<file path="src/rtl/nvram_uploader.sv">
`default_nettype none
// ============================================================================
// nvram_uploader : answers HPS upload reads from a core RAM region while the
//                  core is held paused.                              Rev 1.0
// ============================================================================
module nvram_uploader #(
  parameter logic [7:0] INDEX   = 8'd4,
  parameter int         AW      = 10,
  parameter int         SIZE    = 1024,
  parameter int         BASE    = 0,
  parameter int         RAM_LAT = 2,
  parameter int         TIMEOUT = 4096
) (
  input  logic          CLK,
  input  logic          RESET,
  input  logic          ioctl_upload,
  input  logic [7:0]    ioctl_index,
  input  logic [24:0]   ioctl_addr,
  input  logic          ioctl_rd,
  output logic [7:0]    ioctl_din,
  output logic          ioctl_wait,
  output logic [AW-1:0] ram_addr,
  output logic          ram_rd,
  input  logic [7:0]    ram_dout,
  output logic          pause_req,
  input  logic          pause_ack,
  output logic          busy,
  output logic          done
);

  localparam int                c_TO_W    = (TIMEOUT > 1) ? $clog2(TIMEOUT) : 1;
  localparam logic [c_TO_W-1:0] c_TO_LAST = c_TO_W'(TIMEOUT - 1);
  localparam logic [2:0]        c_LAT     = 3'(RAM_LAT);
  localparam logic [31:0]       c_SIZE    = 32'(SIZE);
  localparam logic [AW-1:0]     c_BASE    = AW'(BASE);

  typedef enum logic [2:0] {
    S_IDLE   = 3'd0,
    S_PAUSE  = 3'd1,
    S_READY  = 3'd2,
    S_FETCH  = 3'd3,
    S_FINISH = 3'd4
  } state_t;

  state_t            r_state;
  logic              r_sel_d;
  logic [c_TO_W-1:0] r_to_cnt;
  logic [2:0]        r_lat_cnt;

  logic w_sel;
  logic w_in_range;
  logic w_active;

  assign w_sel      = ioctl_upload && (ioctl_index == INDEX);
  assign w_in_range = ({7'd0, ioctl_addr} < c_SIZE);
  assign w_active   = (r_state == S_PAUSE) || (r_state == S_READY) || (r_state == S_FETCH);

  always_ff @(posedge CLK) begin
    if (RESET) begin
      r_state    <= S_IDLE;
      r_sel_d    <= 1'b0;
      r_to_cnt   <= '0;
      r_lat_cnt  <= '0;
      ioctl_din  <= 8'h00;
      ioctl_wait <= 1'b0;
      ram_addr   <= '0;
      ram_rd     <= 1'b0;
      pause_req  <= 1'b0;
      busy       <= 1'b0;
      done       <= 1'b0;
    end else begin
      r_sel_d <= w_sel;
      done    <= 1'b0;
      ram_rd  <= 1'b0;
      // Losing the session wins over everything, including a fetch in flight.
      if (w_active && !w_sel) begin
        r_state    <= S_FINISH;
        pause_req  <= 1'b0;
        ioctl_wait <= 1'b0;
        busy       <= 1'b0;
        done       <= 1'b1;
      end else begin
        case (r_state)
          S_IDLE: begin
            if (w_sel && !r_sel_d) begin
              r_state    <= S_PAUSE;
              busy       <= 1'b1;
              pause_req  <= 1'b1;
              ioctl_wait <= 1'b1;
              r_to_cnt   <= '0;
            end
          end
          S_PAUSE: begin
            if (pause_ack || (r_to_cnt == c_TO_LAST)) begin
              r_state    <= S_READY;
              ioctl_wait <= 1'b0;
            end else begin
              r_to_cnt <= r_to_cnt + c_TO_W'(1);
            end
          end
          S_READY: begin
            if (ioctl_rd && !ioctl_wait) begin
              if (w_in_range) begin
                r_state    <= S_FETCH;
                ram_addr   <= c_BASE + ioctl_addr[AW-1:0];
                ram_rd     <= 1'b1;
                ioctl_wait <= 1'b1;
                r_lat_cnt  <= '0;
              end else begin
                ioctl_din <= 8'hFF;
              end
            end
          end
          S_FETCH: begin
            // The count starts on the ram_rd cycle, so data is sampled RAM_LAT cycles later.
            if (r_lat_cnt == c_LAT) begin
              r_state    <= S_READY;
              ioctl_din  <= ram_dout;
              ioctl_wait <= 1'b0;
            end else begin
              r_lat_cnt <= r_lat_cnt + 3'd1;
            end
          end
          S_FINISH: r_state <= S_IDLE;
          default:  r_state <= S_IDLE;
        endcase
      end
    end
  end

endmodule
`default_nettype wire

</file>
<file path="config.mk">
export PLATFORM = sky130hd
export DESIGN_NAME = nvram_uploader
export DESIGN_NICKNAME = d
export VERILOG_FILES = /design/src/rtl/nvram_uploader.sv
export SDC_FILE = /design/constraint.sdc
export NUM_CORES = 1
export LEC_CHECK = 0
export ABC_AREA = 1
export CAP_MARGIN = 30
export CORE_AREA = 3 3 71 73
export DETAILED_ROUTE_END_ITERATION = 10
export DIE_AREA = 0 0 74 76
export PLACE_DENSITY = 0.83
export SLEW_MARGIN = 20
export SYNTH_ARGS = -nofsm -noshare
export SYNTH_HDL_FRONTEND = slang
export SYNTH_SLANG_ARGS = --single-unit
</file>
<file path="constraint.sdc">
create_clock -name CLK -period 4.7 [get_ports CLK]
set_input_delay 0.94 -clock CLK [delete_from_list [all_inputs] [get_ports CLK]]
set_output_delay 0.94 -clock CLK [all_outputs]
set_load 0.01 [all_outputs]
</file>
==> results.toml, run 1 <==
[run_status]
status = "complete, no violations"

[worst_hold_path]
hold_path_class = "register to register"
hold_depth = 2
hp-start = "ram_addr[7]"
holdPathEnd = "ram_addr[7]"

[place]
port_buffers = 68
gp_congestion = 0.8201
place_hpwl_um = 3808

[synth]
synthTopCellsByArea = "dfxtp_1 37%, nand2_1 9.2%, nor2_1 8.2%"
ys_seq_elements = 41
synth_fp_nets = 365
synth-async-reset-ratio = 0
synth.yosys.seq_area_share = 0.3719
synth_common_cells = "54 x nand2_1, 48 x nor2_1, 44 x inv_1"
syn_area_mm2 = 0.002207
synth_edf_count = 0
ys.flop_type = "dfxtp_1"
synth_top_cell_area_share = 0.3719
syn_area_per_cell_um2 = 6.985
synth_most_common_cell = "nand2_1"
ys_warn_count = 0
yosys.area.top_type = "dfxtp_1"
yosysUniqueCellTypes = 28
synth_cells = 316

[drt]
drt-initial-drc-count = 97
vias = 2125
via_per_inst = 4.896
dr.pass1.iters = 5
wl_um = 5048
wl_per_cell_um = 11.63
drcViolationCount = 0
postRouteAntennaNets = 0

[setup_path]
critPathCaptureType = "register"
crit_fanout = 12
start_kind = "input pin"
startpoint = "ioctl_index[2]"
r2r_cells = 7
critical_path.cell_chain = "clkdlybuf4s50_1 -> nand2_1 -> nor2_1 -> nand3_2 -> nor2_1 -> nor2_1 -> nor2_4 -> nand3_1 -> a21oi_1"
crit_family = "simple AND/OR/NAND/NOR gates"
cp.arrival_ps = 2670
r2r_end = "ioctl_din[5]"
path_class = "input pin to register"
r2r_start = "r_state[0]"
required_ps = 4920
r2r_slack_ps = 2730
timing.critical_path.mode_cell = "nor2_1"
slowest_stage = "clkdlybuf4s50_1"
worst-path-buf-inv = 1
worst_path_largest_cell_delay_ps = 450

[clock_network]
cts_tree = "yes"
cts_root_buf = "clkbuf_8"
clock_sinks = 41
post_cts_buffers = 0
post_cts_resized = 0
insertion_delay_ps = 290
cts_made_buffers = 5
clk_path_buf_depth = 2
holdBufCountCts = 0
clk_pin_slew_ps = 80
h-tree-depth = 2

[cells_and_area]
synthToLayoutAreaGrowth_pct = 36.11
nets = 430
fill_cells = 374
diodes = 0
layout-drive-gt1-share = 0.1283

[pwr]
p_per_area_mw_per_mm2 = 334.1
ir_drop_v = 0.0001790
leakagePower_nw = 1.127

[timing]
worst_pin_slew_ps = 581.0
layout_min_cycle_time_ps = 2442
maxSlewHeadroom = 0.6122
drv_slew = 0
fmax_ghz = 0.4096
hold_viol = 0
tns_ps = 0
holdWs_ps = 448.6
skew_ps = 5.310
rsz0062_at_grt = "no"
setup_viol = 0
min_period_over_period = 0.5195

[floorplanning]
floorplan.initialDensity = 0.5000
ios = 69
core_mm2 = 0.004414
rows = 24
die_w_um = 74
fp.dieArea_mm2 = 0.005624
chipHeight_um = 76

[grt]
grt_usage = 0.1854
antenna_found_initial = 0
globalRouteOverflowTotal = 0
grt_first_pass_wirelength_um = 8362
grt_max_degree = 23
grt_pass1_vias = 1959

[job]
maxCapViolCount = 0
-- where the power goes --
part | total, mW | internal [mW] | switching, mW | leakage, nW
clock network | 0.301 | 0.173 | 0.128 | 0.0574
registers | 0.392 | 0.370 | 0.0214 | 0.331
logic | 0.311 | 0.117 | 0.194 | 0.739
total | 1.00 | 0.660 | 0.344 | 1.13
-- worst max-delay path by stage --
stage                        end  cells after the start
floorplan           r_to_cnt[10]                     10
global placement    ioctl_din[5]                     10
detailed placement   r_to_cnt[5]                      9
CTS                  r_to_cnt[5]                      9
global route         r_to_cnt[5]                     10
finish               r_to_cnt[5]                      9
-- metrics by stage --
stage | utilization | total power [mW] | instance area, um2 | worst slack (ps) | instances
2_1_floorplan | - | 0.6479 | 2207 | 2699 | 316
3_3_place_gp | 0.6533 | 0.7045 | 2884 | 2036 | 426
3_5_place_dp | 0.6533 | 0.7115 | 2884 | 1952 | 426
4_1_cts | 0.6806 | 1.012 | 3004 | 2251 | 434
5_1_grt | 0.6806 | 1.058 | 3004 | 2096 | 434
6_report | 0.6806 | 1.004 | 3004 | 2258 | 434
-- registers in the layout (all words and copies together) (netlist names) --
register and cells:
r_state 3, ioctl_wait 1, busy 1, ram_rd 1, done 1, ioctl_din 8
r_sel_d 1, r_to_cnt 12, r_lat_cnt 3, ram_addr 10
-- cells in the final DEF, fill, tap and decap left out, types with 3 or more instances in the layout --
cell,instances
a21oi_1,27
dfxtp_1,41
nand3_2,5
nand2_2,12
nand4_1,3
or2_2,8
nor2_2,3
xor2_1,7
ha_1,3
a21oi_2,9
clkdlybuf4s50_1,68
nor2_1,48
nand2_1,54
clkbuf_8,6
o21ai_0,18
inv_1,44
nand3_1,13
-- area by class of cell --
class                      instances  area, um2  share of cell area
clock buffer                       6      82.58             0.02749
clock inverter                     2      37.54             0.01249
inverter                          44      165.2             0.05498
multi-input combinational        220       1145              0.3811
sequential                        41      820.8              0.2732
tap                               52      65.06             0.02166
timing repair buffer              69      688.2              0.2291
-- cell families (layout without fill, tap and decap cells) --
family,Yosys count,count (layout),synth area share
compound gates,57,57,0.1457
buf+inv,55,121,0.1094
flops,41,41,0.3719
xor+xnor,8,8,0.03175
simple gates,152,152,0.3243
fa+ha+maj,3,3,0.01701
-- routing by layer --
metal / up-vias / part of all wire / global-route usage
met5: - / 0 / 0
met4: 0 / 0.020 / 0.07790
met3: 8 / 0.063 / 0.04749
met2: 49 / 0.50 / 0.3174
met1: 954 / 0.42 / 0.2128
li1: 1114 / - / -
-- worst reg2reg max path: stages, from the launching register on --
cell     delay, ps
dfxtp_1        450
nand3_1        370
nand2_1        220
nand2_1         90
nor2_2         150
nand3_2        260
o21ai_0        260
a21oi_1         50
(Power assumes the default switching activity.)
==> run 2: changes to the inputs <==
CORE_AREA = 3 3 74 76   (was 3 3 71 73)
DIE_AREA = 0 0 77 79   (was 0 0 74 76)
PLACE_DENSITY = 0.77   (was 0.83)
clock period = 2.25 ns   (was 4.7 ns; I/O delays follow)
==> run 2 against run 1 <==
Effect of this change:
- flip-flop and latch count is the same
- clock skew is essentially flat
- cell count grew 4.6%
- critical path depth shrank 1
- clock power grew 140%
- wire length grew 5.4%
- critical path type unchanged
- critical endpoint is now ram_addr[7]
- largest power group unchanged
==> results.toml, run 2 (synthesized netlist as in run 1, its figures left out) <==
[run_status]
status = "complete, no violations"

[grt]
grt_max_degree = 23
grt_pass1_vias = 2054
grtUsageMet3 = 0.04762
grtUsageMet2 = 0.3240
met1_usage = 0.2077
antenna_found_initial = 0
grt_usage = 0.1820
globalRouteOverflowTotal = 0
grt.busiest_layer = "met2"
grt_first_pass_wirelength_um = 9066

[place]
dp.cells = 446
port_buffers = 68
gp_congestion = 0.8371
place_hpwl_um = 3793

[timing]
skew_ps = 5.397
tns_ps = 0
fmax_ghz = 0.5249
setup_viol = 0
min_period_over_period = 0.8467
drv_slew = 0
hold_viol = 0
worst_pin_slew_ps = 454.6
layout_min_cycle_time_ps = 1905
maxSlewHeadroom = 0.6961
rsz0062_at_grt = "no"

[drt]
drt-initial-drc-count = 102
drcViolationCount = 0
vias = 2149
wl_um = 5319
postRouteAntennaNets = 0
dr.pass1.iters = 4
wl_per_cell_um = 11.72
via_per_inst = 4.733

[cells_and_area]
instances_no_fill = 454
layout_common_cells = "68 x clkdlybuf4s50_1, 54 x nand2_1, 48 x nor2_1, 44 x inv_1, 41 x dfxtp_1"
top_register = "r_to_cnt"
synthToLayoutAreaGrowth_pct = 39.29
nets = 435
fill_cells = 437
final_common_cell = "clkdlybuf4s50_1"
layout-drive-gt1-share = 0.1395
largest_reg_flops = 12
diodes = 0
top_regs = "r_to_cnt x12, ram_addr x10, ioctl_din x8"

[clock_network]
cts_made_buffers = 5
post_cts_buffers = 0
cts_tree = "yes"
clk_pin_slew_ps = 80
post_cts_resized = 0
h-tree-depth = 2
clk_path_buf_depth = 2
clock_sinks = 41
holdBufCountCts = 0
insertion_delay_ps = 300
cts_root_buf = "clkbuf_8"

[worst_hold_path]
hold_path_class = "register to register"
hold_depth = 2

[setup_path]
path_class = "input pin to register"
required_ps = 2430
critPathCaptureType = "register"
r2r_cells = 7
start_kind = "input pin"
crit_fanout = 10
cp.arrival_ps = 2080

[floorplanning]
rows = 25
die_w_um = 77
fp.dieArea_mm2 = 0.006083
floorplan.initialDensity = 0.4612
ios = 69
core_mm2 = 0.004786
chipHeight_um = 79

[pwr]
leakagePower_nw = 1.162
p_per_area_mw_per_mm2 = 728.9
power_mw = 2.241
ir_drop_v = 0.0006021

[job]
maxCapViolCount = 0
[run 2: worst paths after layout]
| kind | startpoint | endpoint | slack (ps) |
|---|---|---|---|
| max | ioctl_upload | ram_addr[7] | 340 |
| max reg2reg | r_state[0] | r_to_cnt[1] | 490 |
| min | ram_addr[1] | ram_addr[1] | 450 |
| min reg2reg | ram_addr[1] | ram_addr[1] | 450 |
[run 2: where the power goes]
part           internal [mW]  leakage, nW  switching, mW  total [mW]
Combinational          0.282        0.763          0.433       0.715
Clock                  0.441       0.0681          0.269       0.710
Sequential             0.774        0.331         0.0430       0.817
[run 2: per-stage QoR]
stage          setup slack [ps]  area, um2  hold slack (ps)    util
2_1_floorplan             739.3       2207            467.7       -
3_3_place_gp              101.2       2940            430.5  0.6144
3_5_place_dp              19.37       2940            436.9  0.6144
4_1_cts                   299.8       3074            449.0  0.6424
5_1_grt                   135.7       3074            468.2  0.6424
6_report                  345.0       3074            445.0  0.6424
[run 2: per-layer routing]
layer / vias up / routed length, um
met4: 0 / 91
met2: 67 / 2628
li1: 1124 / -
met5: - / 0
met1: 946 / 2300
met3: 12 / 299
[run 2: critical path, cell delays in order]
cell and delay [ps]:
clkdlybuf4s50_1 450, nand2_1 50, nor2_1 170, nand3_2 190
nand2_4 150, nand3_1 280, o21ai_0 270, a21oi_1 60
[run 2: cell type report]
| type | instances | area [um2] | share of cell area |
|---|---|---|---|
| flip-flops and latches | 41 | 820.8 | 0.2670 |
| multi-input cells | 220 | 1145 | 0.3724 |
| inverters | 44 | 165.2 | 0.05372 |
| clock inverters | 3 | 65.06 | 0.02116 |
| clock buffers | 5 | 68.82 | 0.02239 |
| repair buffers | 74 | 725.7 | 0.2361 |
| well taps | 67 | 83.83 | 0.02727 |
==> run 3: changes to the inputs <==
CORE_AREA = 3 3 77 79   (was 3 3 74 76)
DIE_AREA = 0 0 80 82   (was 0 0 77 79)
PLACE_DENSITY = 0.74   (was 0.77)
clock period = 1.7 ns   (was 2.25 ns; I/O delays follow)
==> run 3 against run 2 <==
Effect of this change:
- clock skew is 1.2 ps higher
- flip-flop and latch count unchanged
- first-iteration DRC count shrank 45%
- sequential share of layout area decreased by 1.7 points
- die area rose by 7.8%
- cell count increased by 5.3%
- critical path depth up 1
- total power up 32%
==> results.toml, run 3 (synthesized netlist as in run 1, its figures left out) <==
[drt]
postRouteAntennaNets = 0
wl_um = 5396
vias = 2237
via_per_inst = 4.680
drt-initial-drc-count = 56
dr.pass1.iters = 4
wl_per_cell_um = 11.29
drcViolationCount = 0

[cells_and_area]
largest_reg_flops = 12
top_register = "r_to_cnt"
instances_no_fill = 478
synthToLayoutAreaGrowth_pct = 49.55
final_common_cell = "clkdlybuf4s50_1"
layout_common_cells = "68 x clkdlybuf4s50_1, 51 x nand2_1, 44 x inv_1, 40 x nor2_1, 38 x dfxtp_1"
fill_cells = 494
layout-drive-gt1-share = 0.2192
top_regs = "r_to_cnt x12, ram_addr x10, ioctl_din x8"
diodes = 0
nets = 455

[timing]
skew_ps = 6.573
layout_min_cycle_time_ps = 1667
worst_pin_slew_ps = 286.6
min_period_over_period = 0.9807
maxSlewHeadroom = 0.8082
setup_viol = 0
drv_slew = 0
rsz0062_at_grt = "yes"
fmax_ghz = 0.5998
hold_viol = 0
setup_ws_ps = 32.88

[pwr]
p_per_area_mw_per_mm2 = 895.0
leakagePower_nw = 1.241
ir_drop_v = 0.0004881

[grt]
grt_pass1_vias = 1956
grt_first_pass_wirelength_um = 8335
grt_usage = 0.1576
grt_max_degree = 21
globalRouteOverflowTotal = 0
antenna_found_initial = 0

[clock_network]
h-tree-depth = 2
clk_path_buf_depth = 2
holdBufCountCts = 0
cts_made_buffers = 5
insertion_delay_ps = 290
cts_root_buf = "clkbuf_8"
clk_pin_slew_ps = 80
clock_sinks = 41
cts_tree = "yes"

[worst_hold_path]
hold_depth = 2
hold_path_class = "register to register"

[floorplanning]
chipHeight_um = 82
fp.dieArea_mm2 = 0.006560
die_w_um = 80
floorplan.initialDensity = 0.4083
ios = 69
rows = 27
core_mm2 = 0.005405

[setup_path]
cp.arrival_ps = 1850
crit_fanout = 12
r2r_cells = 11
start_kind = "input pin"
critPathCaptureType = "register"
required_ps = 1880
path_class = "input pin to register"

[place]
place_hpwl_um = 3838
port_buffers = 68
dp.cells = 465
gp_congestion = 0.8535
place_ws_ps = -359.1

[job]
maxCapViolCount = 0

[run_status]
status = "complete, no violations"
-- run 3: worst max-delay path, stage by stage --
cell	delay [ps]
clkdlybuf4s50_1	470
nand2_1	80
nor2_2	160
nand3_4	150
nand2_4	140
buf_4	140
nand3_4	160
nor2_1	160
nor3_2	60
-- run 3: worst paths after layout --
| path | start | end | slack, ps |
|---|---|---|---|
| setup / recovery | ioctl_upload | r_to_cnt[1] | 30 |
| hold / removal | ioctl_din[4] | ioctl_din[4] | 440 |
| setup reg to reg | r_to_cnt[0] | r_to_cnt[11] | 90 |
| hold reg to reg | ioctl_din[4] | ioctl_din[4] | 440 |
-- run 3: metal layers --
| metal | up-vias | global-route usage | share of wire |
|---|---|---|---|
| li1 | 1164 | - | - |
| met1 | 1021 | 0.2040 | 0.43 |
| met5 | - | 0 | 0 |
| met2 | 47 | 0.2608 | 0.51 |
| met4 | 0 | 0.03885 | 0.0083 |
| met3 | 5 | 0.04276 | 0.052 |
-- run 3: timing repair --
item                                   in CTS  in global routing
pin swaps                                   1                  6
setup buffers                               1                  4
setup endpoints to repair                   6                 34
cloned                                      0                  1
endpoints found under the hold margin       0                  0
resized for setup                           2                 28
-- run 3: report_power, final --
group	switching (mW)	internal, mW
registers	0.0664	1.03
logic	0.622	0.476
clock network	0.331	0.427
-- run 3: cell type report --
cell class                      count  area (um2)  area share
Multi-Input combinational cell    221        1245      0.3772
Timing Repair Buffer               93       872.1      0.2642
Sequential cell                    41       824.5      0.2498
Inverter                           44       165.2     0.05004
Tap cell                           72       90.09     0.02729
Clock buffer                        5       68.82     0.02085
Clock inverter                      2       35.03     0.01061
-- run 3: metrics by stage --
stage	power (mW)	hold slack, ps	TNS (ps)	util	instance area, um2
6_report	2.954	444.3	0	0.6106	3301
5_1_grt	3.142	463.6	-614.9	0.6106	3301
4_1_cts	2.854	448.5	0	0.5870	3173
3_5_place_dp	2.090	436.0	-9884	0.5646	3052
3_3_place_gp	2.068	431.4	-7297	0.5646	3052
2_1_floorplan	1.791	467.7	0	-	2207
